## config.mk

```make
export PLATFORM = sky130hd
export DESIGN_NAME = fifo_flags
export DESIGN_NICKNAME = d
export VERILOG_FILES = /design/src/rtl/fifo_flags.sv
export SDC_FILE = /design/constraint.sdc
export NUM_CORES = 1
export LEC_CHECK = 0
export ABC_AREA = 1
export BUFFER_PORTS_ARGS = -buffer_cell sky130_fd_sc_hd__buf_2
export CAP_MARGIN = 15
export CELL_PAD_IN_SITES_DETAIL_PLACEMENT = 0
export CELL_PAD_IN_SITES_GLOBAL_PLACEMENT = 1
export CORE_MARGIN = 2
export CORE_UTILIZATION = 25
export DETAILED_ROUTE_END_ITERATION = 16
export PLACE_DENSITY = 0.54
export SYNTH_ARGS = -nofsm -noshare
export SYNTH_HDL_FRONTEND = slang
export SYNTH_SLANG_ARGS = --single-unit
```

## constraint.sdc

```tcl
create_clock -name clk -period 3.3 [get_ports clk]
set_clock_uncertainty 0.1 [all_clocks]
set_input_delay 0.165 -clock clk [delete_from_list [all_inputs] [get_ports clk]]
set_output_delay 0.165 -clock clk [all_outputs]
set_load 0.005 [all_outputs]
```

## src/rtl/fifo_flags.sv

```systemverilog
// fifo_flags: single-clock synchronous FIFO with occupancy count, level
// flags and sticky overflow/underflow error flags.
//
// Storage is a plain flop array of DEPTH words. DEPTH need not be a power
// of two, so both pointers wrap by comparing against DEPTH-1 instead of
// relying on binary roll-over. All status flags are decoded from the
// registered occupancy count, which keeps them glitch-free with respect to
// push/pop and gives a single source of truth for "how full am I".
//
// Read modes:
//   FWFT = 0 : Dout is a register loaded with the head word on each
//              accepted pop; it holds otherwise.
//   FWFT = 1 : Dout shows the head word combinationally while the FIFO is
//              non-empty and is forced to zero when empty, so a stale word
//              left in storage is never visible.
module fifo_flags #(
  parameter int DEPTH  = 16,
  parameter int BITS   = 16,
  parameter int FWFT   = 0,
  parameter int AF_LVL = DEPTH - 2,
  parameter int AE_LVL = 2
) (
  input  logic                       clk,
  input  logic                       rst,
  input  logic [BITS-1:0]            Din,
  input  logic                       push,
  input  logic                       pop,
  input  logic                       clr_err,
  output logic [BITS-1:0]            Dout,
  output logic                       pndng,
  output logic                       full,
  output logic                       almost_full,
  output logic                       almost_empty,
  output logic [$clog2(DEPTH+1)-1:0] count,
  output logic                       ovf,
  output logic                       udf
);

  localparam int PW = $clog2(DEPTH);
  localparam int CW = $clog2(DEPTH + 1);

  // Constants sized to the signals they are compared against.
  localparam logic [PW-1:0] LAST_PTR = PW'(DEPTH - 1);
  localparam logic [CW-1:0] DEPTH_C  = CW'(DEPTH);
  localparam logic [CW-1:0] AF_C     = CW'(AF_LVL);
  localparam logic [CW-1:0] AE_C     = CW'(AE_LVL);

  logic [BITS-1:0] mem [DEPTH];

  logic [PW-1:0]   wr_ptr;
  logic [PW-1:0]   rd_ptr;
  logic [PW-1:0]   wr_ptr_nxt;
  logic [PW-1:0]   rd_ptr_nxt;

  logic            push_ok;
  logic            pop_ok;
  logic            ovf_set;
  logic            udf_set;
  logic [BITS-1:0] head;

  // ------------------------------------------------------------------
  // Status decode from the registered count
  // ------------------------------------------------------------------
  assign pndng        = (count != '0);
  assign full         = (count == DEPTH_C);
  assign almost_full  = (count >= AF_C);
  assign almost_empty = (count <= AE_C);

  // ------------------------------------------------------------------
  // Request qualification
  // ------------------------------------------------------------------
  // A pop needs something to read. A push needs room, or a pop in the same
  // cycle freeing the slot it will land in. When empty, pndng is low, so
  // a simultaneous pop is rejected and the push alone goes through.
  assign pop_ok  = pop & pndng;
  assign push_ok = push & (~full | pop_ok);

  // Errors are raised for requests that were made but not honoured.
  assign ovf_set = push & ~push_ok;
  assign udf_set = pop & ~pndng;

  // Explicit wrap at DEPTH-1 so non-power-of-two depths work.
  assign wr_ptr_nxt = (wr_ptr == LAST_PTR) ? '0 : wr_ptr + 1'b1;
  assign rd_ptr_nxt = (rd_ptr == LAST_PTR) ? '0 : rd_ptr + 1'b1;

  assign head = mem[rd_ptr];

  // Storage write; contents are deliberately not reset.
  always_ff @(posedge clk) begin
    if (push_ok) begin
      mem[wr_ptr] <= Din;
    end
  end

  // Write pointer advances on each accepted push.
  always_ff @(posedge clk or negedge rst) begin
    if (!rst) begin
      wr_ptr <= '0;
    end else if (push_ok) begin
      wr_ptr <= wr_ptr_nxt;
    end
  end

  // Read pointer advances on each accepted pop.
  always_ff @(posedge clk or negedge rst) begin
    if (!rst) begin
      rd_ptr <= '0;
    end else if (pop_ok) begin
      rd_ptr <= rd_ptr_nxt;
    end
  end

  // Occupancy: +1 push only, -1 pop only, unchanged for both or neither.
  always_ff @(posedge clk or negedge rst) begin
    if (!rst) begin
      count <= '0;
    end else begin
      case ({push_ok, pop_ok})
        2'b10:   count <= count + 1'b1;
        2'b01:   count <= count - 1'b1;
        default: count <= count;
      endcase
    end
  end

  // Sticky overflow flag; a new error in the clearing cycle wins.
  always_ff @(posedge clk or negedge rst) begin
    if (!rst) begin
      ovf <= 1'b0;
    end else if (ovf_set) begin
      ovf <= 1'b1;
    end else if (clr_err) begin
      ovf <= 1'b0;
    end
  end

  // Sticky underflow flag; a new error in the clearing cycle wins.
  always_ff @(posedge clk or negedge rst) begin
    if (!rst) begin
      udf <= 1'b0;
    end else if (udf_set) begin
      udf <= 1'b1;
    end else if (clr_err) begin
      udf <= 1'b0;
    end
  end

  // ------------------------------------------------------------------
  // Read data path
  // ------------------------------------------------------------------
  if (FWFT != 0) begin : g_fwft
    // Gate with pndng: after reset the array may still hold old words.
    assign Dout = pndng ? head : '0;
  end else begin : g_reg
    logic [BITS-1:0] dout_q;

    // Capture the head word on each accepted pop, hold otherwise.
    always_ff @(posedge clk or negedge rst) begin
      if (!rst) begin
        dout_q <= '0;
      end else if (pop_ok) begin
        dout_q <= head;
      end
    end

    assign Dout = dout_q;
  end

endmodule

```

# After elaboration in Yosys (flattened, before gate mapping)
# Memory sizes are Yosys's and may differ from the RTL's. A register that Yosys moved wholly into a read port is not among the register bits.
# Index checks and enable logic that the tools add are counted.
[totals]
ram_bits = 256
memories = 1
register_bits = 15
[op_classes]
addsub = 4
order_cmp = 2
bitwise = 8
mux = 8
eq_ne = 5
n_reduce_logical = 5
[mem_list]
columns = ["name", "words", "width", "read_ports", "rd_ports_with_merged_regs", "wr", "line_no", "text"]
rows = [
  ["mem", 16, 16, 1, 1, 1, "48", "logic [BITS-1:0] mem [DEPTH];"],
]
[op_table]
columns = ["operator", "count"]
rows = [
  ["5-bit case mux with 2 select lines", 1],
  ["4-bit by 1-bit adder with 4-bit output (second input constant)", 2],
  ["4-bit equality test (second input constant)", 2],
  ["4-bit 2-to-1 mux", 2],
  ["2-bit nonzero test", 3],
  ["5-bit by 1-bit adder with 5-bit output (second input constant)", 1],
  ["5-bit equality test (second input constant)", 1],
  ["5-bit by 4-bit >= comparator with 1-bit output (second input constant)", 1],
  ["5-bit by 2-bit <= comparator with 1-bit output (second input constant)", 1],
  ["1-bit 2-to-1 mux", 5],
  ["5-bit nonzero test", 1],
  ["5-bit by 1-bit subtractor with 5-bit output (second input constant)", 1],
  ["1-bit AND", 4],
  ["1-bit NOT", 3],
  ["2-bit by 1-bit equality test with 1-bit output (second input constant)", 1],
  ["2-bit equality test (second input constant)", 1],
  ["1-bit logical NOT", 1],
  ["1-bit bitwise OR", 1],
]

# Longest topological paths before layout
[depth]
depth_word = 7
depth_mapped = 17
mapped_depth_nobuf = 16

# Worst setup path before layout
# No wires, ideal clock.
[synth_path]
path_kind = "register -> register"
from = "reg count[1]"
to = "reg count[4]"
t_required_ps = 3073
t_arrival_ps = 2138
slack_ps = 935
path_buffers = 1
path_stages_with_launch = 17
period_less_slack_ps = 2365
setup_time_ps = 127
cell_sequence = "dfrtp_1 nor2_1 nand3_1 nor2_1 nor2_1 buf_2 inv_2 ha_1 xor2_1 ha_1 inv_1 nand2_1 nand3_1 nand3b_1 nand2_1 nand2_1 o21ai_0"
[synth_between]
elab_chain_len = 6
elab_cells_between_ends = 12
[synth_rtl]
columns = ["item", "line_no", "text"]
rows = [
  ["from (decl)", "34", "output logic [$clog2(DEPTH+1)-1:0] count,"],
  ["from (signal assigned)", "119", "2'b10: count <= count + 1'b1;"],
  ["from (signal assigned)", "120", "2'b01: count <= count - 1'b1;"],
  ["from (signal assigned)", "121", "default: count <= count;"],
  ["5-bit nonzero test or 5-bit equality test (tied branches)", "64, 65", ""],
  ["1-bit AND or 1-bit NOT (tied branches)", "75, 76", ""],
  ["1-bit bitwise OR", "76", "assign push_ok = push & (~full | pop_ok);"],
  ["1-bit AND", "76", ""],
  ["2-bit by 1-bit equality test with 1-bit output or 2-bit equality test (tied branches)", "118", "case ({push_ok, pop_ok})"],
  ["5-bit case mux with 2 select lines or 2-bit nonzero test (tied branches)", "-", ""],
]
# Several ways; a longest one is shown, not always the timed one.
# A chain may end at the register's enable or synchronous reset.

# Final worst setup path
[layout_path]
from = "reg count[3]"
to = "reg count[4]"
# The elaborated chain is that of the path after synthesis.

==> metrics.txt <==
outcome complete, no violations; headroom to the max-slew limit 34.32%; Pwr Total 0.01212 W; sw power 0.004369 W; Setup CP Type flop to flop; htree depth 2; Final period util 80.22%; sw frac 36.06%; drt first pass iters 5; number of remaining DRC errors 0; total track usage 13.53%; hold_buf cts 22; Final GP Congestion 0.7350; endpoints failing setup 0; first-pass GRT wire length 50.85 mm; Max Transition Viols Final 0; Cells after Synth 1169; Resized cells post-CTS 0; CTS Buf Count 34; Pwr per Cell Area 823.8 nW/um^2; share of post-route cells with drive strength above 1 11.88%; min cycle time layout 2647 ps; Starting Density 25.19%; ANT nets after route 0; Avg Cell Area, Syn 10.50 um^2; Root Buffer clkbuf_16; Starting DRT DRC Count 478; vias in the first global route 7973; multi-input logic area 2905 um^2; CP startpoint kind flop; post-synthesis cell type count 28; fill count 5010; num rows 81; core area 48750 um^2; Layout area overhead 19.79%; required time of the critical path 3580 ps; clock-pin slew on the worst setup and hold paths 60 ps; combinational share of power 32.0%; sequential element share of the synthesized area 68.93%; Syn Nets 1199; Leak 6.039 nW; clock sinks 287; DR vias/cell 4.135; Worst-Skew Late Latency 500 ps; most common cell after layout, fill and taps aside nand2_1; internal power 0.007747 W; WL/cell 17.55 um; diode count 0; peak supply drop 0.4693 mV; Fin. Hold Viols 0; register area 8468 um^2; Top Ports 48; clock power share 29.2%; Post-Syn Area 12280 um^2; CP Max Fanout 11; Sum Neg Setup Slack 0 ps; post-layout util 30.17%; Flop pwr share 38.9%; Tightest Pin Transition 985.3 ps; Vias 8035; post-CTS setup buffers 0; CTS tree done; DIE AREA 50900 um^2; DP Wirelength 19.42 mm; RSZ-0062 raised after global routing no; die height 225.6 um; Port Buf Inserts 47; pin count of the biggest net entering global routing 131; #FFs+latches synth 287; buffer depth of the longest clock path 3; Critical Path Sink Type flop; final net count 1285; worst min-delay path category primary input to asynchronous set/reset pin; die span in x 225.6 um; Fmax 377.7 MHz; MaxCap Viol Count 0; commonest non-fill, non-tap cells in the layout 334 x nand2_1, 256 x edfxtp_1, 186 x nand3_1; drt total wl 34.10 mm; crit path DAT 2930 ps; Yosys warning count 0; antenna violations before repair 0; GRT overflow 0
[kinds of logic (layout without fill, tap and decap cells)]
family                   after synthesis  count (layout)  share of synthesized area [%]
AO/OA/AOI/OAI                         45              45                          1.906
adder cells (fa/ha/maj)                9               9                         0.9172
flip-flops                           287             287                          68.93
AND/OR/NAND/NOR                      583             583                          19.94
buffers and inverters                237             347                          7.735
XOR/XNOR                               8               8                         0.5707
[worst max-delay path, stage by stage, from the launching register on]
cell and delay [ps]:
dfrtp_1 450, nor2_2 190, nand3_1 120, nor2_1 140, nor2_1 60, buf_4 180
inv_2 80, ha_1 280, xor2_1 230, ha_1 180, inv_1 40, nand2_1 90
nand3_1 110, nand3b_1 100, nand2_1 60, nand2_1 50, o21ai_0 80
[cell usage after synthesis]
cell type  instances  area [um^2]
inv_1            178        668.1
nand2_1          334         1254
a21oi_1           33        165.2
nor2_1            54        202.7
clkinv_1           1        3.750
buf_4              1        7.510
buf_6              1        11.26
o21ai_1            5        25.02
ha_1               9        112.6
o22ai_1            1        6.260
nand3_2            1        10.01
o21ai_0            3        15.01
nor2_2             1        6.260
nor3_1             1        5.000
dfrtp_1           31        775.7
inv_2              6        22.52
o21bai_1           1        7.510
xnor2_1            3        26.28
edfxtp_1         256         7687
o211ai_1           1        7.510
clkbuf_1           9        33.78
a21boi_0           1        7.510
buf_2             39        195.2
buf_1              2        7.510
nand3_1          186        930.9
nand2_2            4        25.02
nand3b_1           2        15.01
xor2_1             5        43.79
[power by group through the flow]
stage | Combinational (W) | Sequential [W] | Clock (W)
finish | 0.00387 | 0.00471 | 0.00353
global route | 0.00436 | 0.00475 | 0.00375
CTS | 0.00398 | 0.00472 | 0.00363
detailed placement | 0.00394 | 0.00480 | 0
global placement | 0.00394 | 0.00478 | 0
floorplan | 0.00248 | 0.00469 | 0
[worst paths after layout]
kind | startpoint | to | slack, ps | depth (start not counted)
max in group asynchronous | rst | rd_ptr[0]$_DFFE_PN0P_ | 2140 | 2
worst min register to register | ovf$_DFFE_PN0P_ | ovf$_DFFE_PN0P_ | 420 | 2
worst max-delay path | count[3]$_DFFE_PN0P_ | count[4]$_DFFE_PN0P_ | 650 | 16
worst max register to register | count[3]$_DFFE_PN0P_ | count[4]$_DFFE_PN0P_ | 650 | 16
worst min-delay path | rst | count[4]$_DFFE_PN0P_ | 260 | 2
min in group clk | clr_err | ovf$_DFFE_PN0P_ | 300 | 3
[final cells by class]
type / count / share of cell area (%)
Clock inverter: 5 / 0.1361
Timing Repair Buffer: 102 / 5.121
Clock buffer: 55 / 7.027
Sequential cell: 287 / 57.58
Multi-Input combinational cell: 645 / 19.75
Inverter: 185 / 4.738
Tap cell: 664 / 5.649
[metal layers]
metal | up-vias | wire length, um | track usage [%]
li1 | 3980 | - | -
met1 | 3886 | 16220 | 18.83
met2 | 127 | 15880 | 21.91
met3 | 42 | 1306 | 2.108
met4 | 0 | 691 | 3.653
met5 | - | 0 | 0
[through the flow]
step | area [um^2] | setup WS, ps | hold slack (ps) | std cells
after CTS | 14710 | 650.3 | 268.2 | 1943
after global routing | 14710 | 365.7 | 303.2 | 1943
after detailed placement | 13430 | 679.7 | 265.8 | 1861
after floorplan | 12280 | 935.1 | -230.6 | 1169
after global placement | 13430 | 689.6 | 272.1 | 1861
final | 14710 | 652.7 | 257.8 | 1943
[flip-flops by register name, summed over array words and instances (netlist names)]
| signal | cells |
|---|---|
| mem | 256 |
| Dout | 16 |
| count | 5 |
| rd_ptr | 4 |
| wr_ptr | 4 |
| ovf | 1 |
| udf | 1 |
(Power assumes the default switching activity.)
